[src/rtl/mem_stage_ctrl.sv]
// mem_stage_ctrl: MEM stage controller. It sits after the EX/MEM register and
// drives a req/ack data-memory port. It stalls the front of the pipeline while
// an access is outstanding, and it loads the MEM/WB register for writeback.
// Optional build macro MEM_ALIGN_CHECK_EN: when defined, any load or store
// whose address has a nonzero ex_data[2:0] is rejected without a request, and
// the sticky align_fault flag is raised.
module mem_stage_ctrl #(
  parameter int TIMEOUT_CYCLES = 255,
  parameter int ADDR_W         = 64,
  parameter int DATA_W         = 64
) (
  input  logic              clk,
  input  logic              reset,
  input  logic [DATA_W-1:0] ex_data,
  input  logic [DATA_W-1:0] store_data,
  input  logic              MemRead,
  input  logic              MemWrite,
  input  logic              MemtoReg,
  input  logic              RegWrite,
  input  logic [4:0]        reg_write_addr,
  output logic              dmem_req,
  output logic              dmem_we,
  output logic [ADDR_W-1:0] dmem_addr,
  output logic [DATA_W-1:0] dmem_wdata,
  input  logic [DATA_W-1:0] dmem_rdata,
  input  logic              dmem_ack,
  output logic              stall_mem,
  output logic [DATA_W-1:0] wb_data,
  output logic              wb_RegWrite,
  output logic [4:0]        wb_addr,
  output logic              mem_fault,
  output logic              align_fault
);

  // The counter must be able to reach TIMEOUT_CYCLES-1. A value of 0 turns
  // the timeout off.
  localparam int CNT_W = (TIMEOUT_CYCLES > 1) ? $clog2(TIMEOUT_CYCLES) : 1;
  localparam logic [CNT_W-1:0] CNT_LAST =
    CNT_W'((TIMEOUT_CYCLES > 0) ? (TIMEOUT_CYCLES - 1) : 0);
  localparam bit TIMEOUT_EN = (TIMEOUT_CYCLES != 0);

  typedef enum logic {IDLE, ACCESS} state_t;

  state_t            state;
  logic              done;       // one-cycle completion marker for the current op
  logic              fault_op;   // the op that just completed must not write back
  logic [DATA_W-1:0] rdata_cap;
  logic [CNT_W-1:0]  cnt;
  logic              mem_op;
  logic              misaligned;

  // A load and a store together count as a store, because dmem_we follows MemWrite.
  assign mem_op    = MemRead | MemWrite;
  assign stall_mem = mem_op & ~done;

`ifdef MEM_ALIGN_CHECK_EN
  assign misaligned = (ex_data[2:0] != 3'b000);
`else
  assign misaligned = 1'b0;
`endif

  // Access FSM: issue the request, hold it until ack or timeout, then mark the op done.
  always_ff @(posedge clk or negedge reset) begin
    if (!reset) begin
      state      <= IDLE;
      dmem_req   <= 1'b0;
      dmem_we    <= 1'b0;
      dmem_addr  <= '0;
      dmem_wdata <= '0;
      done       <= 1'b0;
      fault_op   <= 1'b0;
      rdata_cap  <= '0;
      cnt        <= '0;
      mem_fault  <= 1'b0;
    end else begin
      done <= 1'b0;
      case (state)
        IDLE: begin
          if (stall_mem) begin
            if (misaligned) begin
              // Reject the op without touching memory. It completes on the next cycle.
              done      <= 1'b1;
              fault_op  <= 1'b1;
              rdata_cap <= '0;
            end else begin
              state      <= ACCESS;
              dmem_req   <= 1'b1;
              dmem_we    <= MemWrite;
              dmem_addr  <= ex_data[ADDR_W-1:0];
              dmem_wdata <= store_data;
              cnt        <= '0;
              fault_op   <= 1'b0;
            end
          end
        end
        ACCESS: begin
          if (dmem_ack) begin
            rdata_cap <= dmem_rdata;
            dmem_req  <= 1'b0;
            done      <= 1'b1;
            state     <= IDLE;
          end else if (TIMEOUT_EN && (cnt == CNT_LAST)) begin
            rdata_cap <= '0;
            dmem_req  <= 1'b0;
            done      <= 1'b1;
            fault_op  <= 1'b1;
            mem_fault <= 1'b1;
            state     <= IDLE;
          end else begin
            cnt <= cnt + 1'b1;
          end
        end
        default: state <= IDLE;
      endcase
    end
  end

`ifdef MEM_ALIGN_CHECK_EN
  // Sticky misalignment flag, raised when a misaligned op is rejected.
  always_ff @(posedge clk or negedge reset) begin
    if (!reset)
      align_fault <= 1'b0;
    else if ((state == IDLE) && stall_mem && misaligned)
      align_fault <= 1'b1;
  end
`else
  assign align_fault = 1'b0;
`endif

  // ---- MEM/WB stage boundary ----
  // MEM/WB register: insert a bubble while stalled; otherwise take the ALU
  // result or the captured load data.
  always_ff @(posedge clk or negedge reset) begin
    if (!reset) begin
      wb_data     <= '0;
      wb_RegWrite <= 1'b0;
      wb_addr     <= '0;
    end else if (stall_mem) begin
      wb_RegWrite <= 1'b0;
    end else begin
      wb_data     <= MemtoReg ? rdata_cap : ex_data;
      wb_RegWrite <= RegWrite & ~(done & fault_op);
      wb_addr     <= reg_write_addr;
    end
  end

endmodule

[config.mk]
export PLATFORM = sky130hd
export DESIGN_NAME = mem_stage_ctrl
export DESIGN_NICKNAME = d
export VERILOG_FILES = /design/src/rtl/mem_stage_ctrl.sv
export SDC_FILE = /design/constraint.sdc
export NUM_CORES = 1
export LEC_CHECK = 0
export ABC_AREA = 1
export CAP_MARGIN = 20
export CORE_AREA = 2 2 164 166
export CTS_BUF_LIST = sky130_fd_sc_hd__clkbuf_4 sky130_fd_sc_hd__clkbuf_8
export DETAILED_ROUTE_END_ITERATION = 10
export DIE_AREA = 0 0 166 168
export DONT_BUFFER_PORTS = 1
export GPL_ROUTABILITY_DRIVEN = 0
export MAX_ROUTING_LAYER = met4
export PLACE_DENSITY = 0.55
export SYNTH_ARGS = -nofsm -noshare
export SYNTH_HDL_FRONTEND = slang
export SYNTH_SLANG_ARGS = --single-unit
[constraint.sdc]
create_clock -name clk -period 1.6 [get_ports clk]
set_input_delay 0.24 -clock clk [delete_from_list [all_inputs] [get_ports clk]]
set_output_delay 0.24 -clock clk [all_outputs]
set_load 0.02 [all_outputs]
# [Word-level counts from Yosys, hierarchy flattened]
# Index checks and enable logic that the tools add are counted.
[totals] regBits=276 inputBits=204 out_inout_bits=203 elab_cells=58
[op_classes] add_sub_neg=1 n_eq_ne=6 mux=24 bitwise=8 reduce_logical=6
[op_table] cell="2-to-1 mux 64 bit" count=4
[op_table] cell="2-to-1 mux 8 bit" count=3
[op_table] cell="case mux 8 bit (2 select lines)" count=1
[op_table] cell="2-to-1 mux 1 bit" count=12
[op_table] cell="AND reduction 3 bit" count=3
[op_table] cell="adder 8 x 1 -> 8 bit, second input constant" count=1
[op_table] cell="equality test 8 bit, second input constant" count=1
[op_table] cell="case mux 1 bit (2 select lines)" count=4
[op_table] cell="inequality test 2 bit, second input constant" count=3
[op_table] cell="AND reduction 2 bit" count=3
[op_table] cell="inverter 1 bit" count=4
[op_table] cell="AND 1 bit" count=3
[op_table] cell="inequality test 3 x 2 -> 1 bit, second input constant" count=1
[op_table] cell="inequality test 2 x 1 -> 1 bit, second input constant" count=1
[op_table] cell="bitwise OR 1 bit" count=1

# [Depth between registers and ports, before layout]
[logic_depth] word_depth=4 depth_mapped=9 depth_no_buf=9

# [Least setup slack after synthesis]
# OpenSTA, ideal clock, no wires.
[synth_path] path_type="reg2reg" start="reg cnt[0]" end="reg rdata_cap[14]" setup_ns=0.117 arrival_ns=1.335 required_ns=1.483 setup_slack_ns=0.148 path_stages_with_launch=10 path_buffers=2 period_less_slack_ns=1.452 path_cell_list="dfrtp_1 > inv_1 > ha_1 > nand2_1 > nor2_1 > nand3_2 > buf_6 > buf_6 > nand3_2 > nand2_1"
[synth_via] elab_chain_len=3
[synth_rtl] item="from (decl)" line="48" rtl="logic [CNT_W-1:0] cnt;"
[synth_rtl] item="from (signal assigned)" line="110" rtl="cnt <= cnt + 1'b1;"
[synth_rtl] item="equality test 8 bit" line="102" rtl="end else if (TIMEOUT_EN && (cnt == CNT_LAST)) begin"
[synth_rtl] item="inequality test 3 x 2 -> 1 bit (no line)"
[synth_rtl] item="AND reduction 2 bit (no line)"
[synth_rtl] item="to (signal assigned)" line="98" rtl="rdata_cap <= dmem_rdata;"
[synth_rtl] item="to (decl)" line="47" rtl="logic [DATA_W-1:0] rdata_cap;"
# Every way passes these cells.
# A chain may end at the register's enable or synchronous reset.

# [Worst setup path after layout]
[layout_path] start="reg done" end="out stall_mem"
[layout_via] elab_chain_len=2
[layout_rtl] item="from (decl)" line="45" rtl="logic done;"
[layout_rtl] item="from (signal assigned)" line="70" rtl="done <= 1'b0;"
[layout_rtl] item="from (signal assigned)" line="76" rtl="done <= 1'b0;"
[layout_rtl] item="from (signal assigned)" line="82" rtl="done <= 1'b1;"
[layout_rtl] item="inverter 1 bit" line="54" rtl="assign stall_mem = mem_op & ~done;"
[layout_rtl] item="AND 1 bit" line="54"
[layout_rtl] item="to (decl)" line="27" rtl="output logic stall_mem,"
# Every way passes these cells.

==> metrics.cfg <==
[layout]
fin_nets=1845
post-route-util=0.606
stdcell_count=2014
drive_above_1_share=0.0790
syn2layout_area_growth_pct=37.4

[die]
coreArea_um2=26400
die_w_um=166
start_util=0.441
die_y_um=168
die_area_um2=27900
rows=60
ioPinCount=407

[pwr]
power.density_nw_per_um2=1860
peakVddDrop_v=0.00112
power_w=0.0297
power_leakage_nw=7.98

[drt]
routedWlPerCell_um=18.6
drtIter0Drc=697
drt_wl_total_um=37400
num_vias=10375
via_per_inst=5.15
first_pass_iters=5
drc=0
postRouteAntennaNets=0

[clock_tree]
clock_sinks=276
cts-root-buf=clkbuf_8
numCtsBuffers=47
cts_tree=done
htreeDepth=2
max-clock-path-buffers=3
clk_latency_ps=550
cts.clk_slew.worst_paths_ps=60
hold_buffers=289

[timing]
hold_violations=276
fin_crit_sh=1.00
finalWorstSetupSlack_ps=-1.17
tns_ps=-1.17
clock_skew_ps=19.2
rsz0062_at_grt=yes
setup_viol=1
timing.hold.ws_ps=-619
period_needed_ps=1600
drv_slew=0
fmax_ghz=0.625

[setup_path]
rr_startpoint=state
crit_fanout=7
crit_required_ps=1360
cp.arrival_ps=1360
worstSetupStartpointType=flip-flop
cp-startpoint=done
r2r_cells=4
critPathCaptureType=output pin
path_class=flip-flop to output pin
r2r-end=rdata_cap[57]
rrSetupSlack_ps=70
cp-endpoint=stall_mem

[placement]
dp_hpwl_um=21100
port_buffers=0
dp_cells=1633

[min_path]
hold_class=input port to asynchronous set/reset pin

[yosys]
yosysUniqueCellTypes=25
synth_top_area_share=0.595
syn_area_per_cell_um2=8.54
synth_area_leaders=dfrtp_1 (59%), nand2_1 (20%), nand3_1 (5.5%)
yosysWarnings=0
synth-async-reset-ratio=1.00
yosysTopAreaCell=dfrtp_1
ys_ff_latch=276
netlist_area_um2=11600
synthCells=1361
synth_edf_count=0
ys.flop_type=dfrtp_1
seq_area_frac_synth=0.595
synth_nets=1567

[global_route]
antenna_found_initial=2
grt_overflow=0
grt_max_degree=277
grt_pass1_vias=10552
track_usage=0.264
grt_pass1_wl_um=57300

[run_status]
status=finished, violations left
violations=negative hold slack, negative setup slack

[run]
maxCapViolCount=0

## cells by family after synthesis
logic type / share of synthesized area
simple gates: 0.277
flops: 0.595
buf+inv: 0.0671
compound gates: 0.0579
fa+ha+maj: 0.00215
xor+xnor: 0.000754
other cells: 0.000323
## worst min-delay path by stage
stage	from	slack [ps]	cells past startpoint	to
2_1_floorplan	reset	-60	0	cnt[0]
3_3_place_gp	reset	-50	0	dmem_wdata[43]
3_5_place_dp	reset	-50	0	dmem_wdata[43]
4_1_cts	reset	-650	0	dmem_wdata[43]
5_1_grt	reset	-650	0	dmem_wdata[59]
6_report	reset	-620	0	dmem_wdata[43]
## Yosys cell counts, types with 4 or more instances
library cell  instances
nand2_1             629
dfrtp_1             276
nand3_1             127
o21ai_0             116
inv_1                71
clkbuf_1             37
buf_2                21
o21ai_1              15
buf_6                14
nand3_2              12
buf_4                11
nor2_1               11
buf_1                 4
## power breakdown
part | switching (W) | internal [W] | leakage [nW]
Combinational | 0.00429 | 0.00331 | 4.04
Sequential | 0.00544 | 0.0101 | 3.42
Clock | 0.00279 | 0.00378 | 0.521
## registers in the layout, indices dropped and copies added (netlist names), 5 cells and up
register    flops
wb_data        64
dmem_wdata     64
dmem_addr      64
rdata_cap      64
wb_addr         5
cnt             8
## per-layer routing
layer,up-vias,routed length [um],global-route usage
li1,4829,-,-
met1,4999,14400,0.306
met2,461,18500,0.440
met3,86,3130,0.0717
met4,0,1300,0.102
met5,-,0,-
## worst max-delay path: stages (launching register included)
cell      delay, ps
dfrtp_1         380
o21bai_4        200
inv_4            90
buf_16          140
## layout by cell type, fill, tap and decap left out, drive strengths merged
| cell type | synthesis | layout |
|---|---|---|
| buf | 50 | 22 |
| clkinvlp | 0 | 1 |
| o21bai | 1 | 1 |
| o21ai | 131 | 131 |
| clkinv | 0 | 3 |
| ha | 2 | 2 |
| nand2 | 632 | 632 |
| nor3 | 2 | 2 |
| xor2 | 1 | 1 |
| diode | 0 | 2 |
| nor2 | 12 | 12 |
| dfrtp | 276 | 276 |
| clkbuf | 37 | 79 |
| inv | 74 | 74 |
| nand3 | 139 | 139 |
| a21oi | 2 | 2 |
| bufinv | 0 | 1 |
| nand3b | 1 | 1 |
| dlygate4sd3 | 0 | 288 |
| bufbuf | 0 | 3 |
| conb | 1 | 1 |
## through the flow
step,cell area [um^2],worst slack [ps]
after global routing,16000,-66.8
after CTS,15900,-37.2
after global placement,11800,85.5
after floorplan,11600,148
after detailed placement,11800,52.3
final,16000,-1.17
## what timing repair did
| item | in CTS | in global routing |
|---|---|---|
| hold endpoints to repair | 542 | 276 |
| setup buffers | 3 | 0 |
| endpoints found under the setup margin | 1 | 107 |
| cloned | 3 | 3 |
| gates resized for setup | 3 | 8 |
## layout make-up
cell class | instances | area (um^2)
clock buffer | 76 | 921
timing repair buffer | 316 | 3390
clock inverter | 5 | 52.6
sequential | 276 | 6910
antenna | 2 | 5.00
multi-input combinational | 924 | 3980
tap | 341 | 427
inverter | 74 | 283
fill | 2223 | 10400
(Power assumes the default switching activity.)
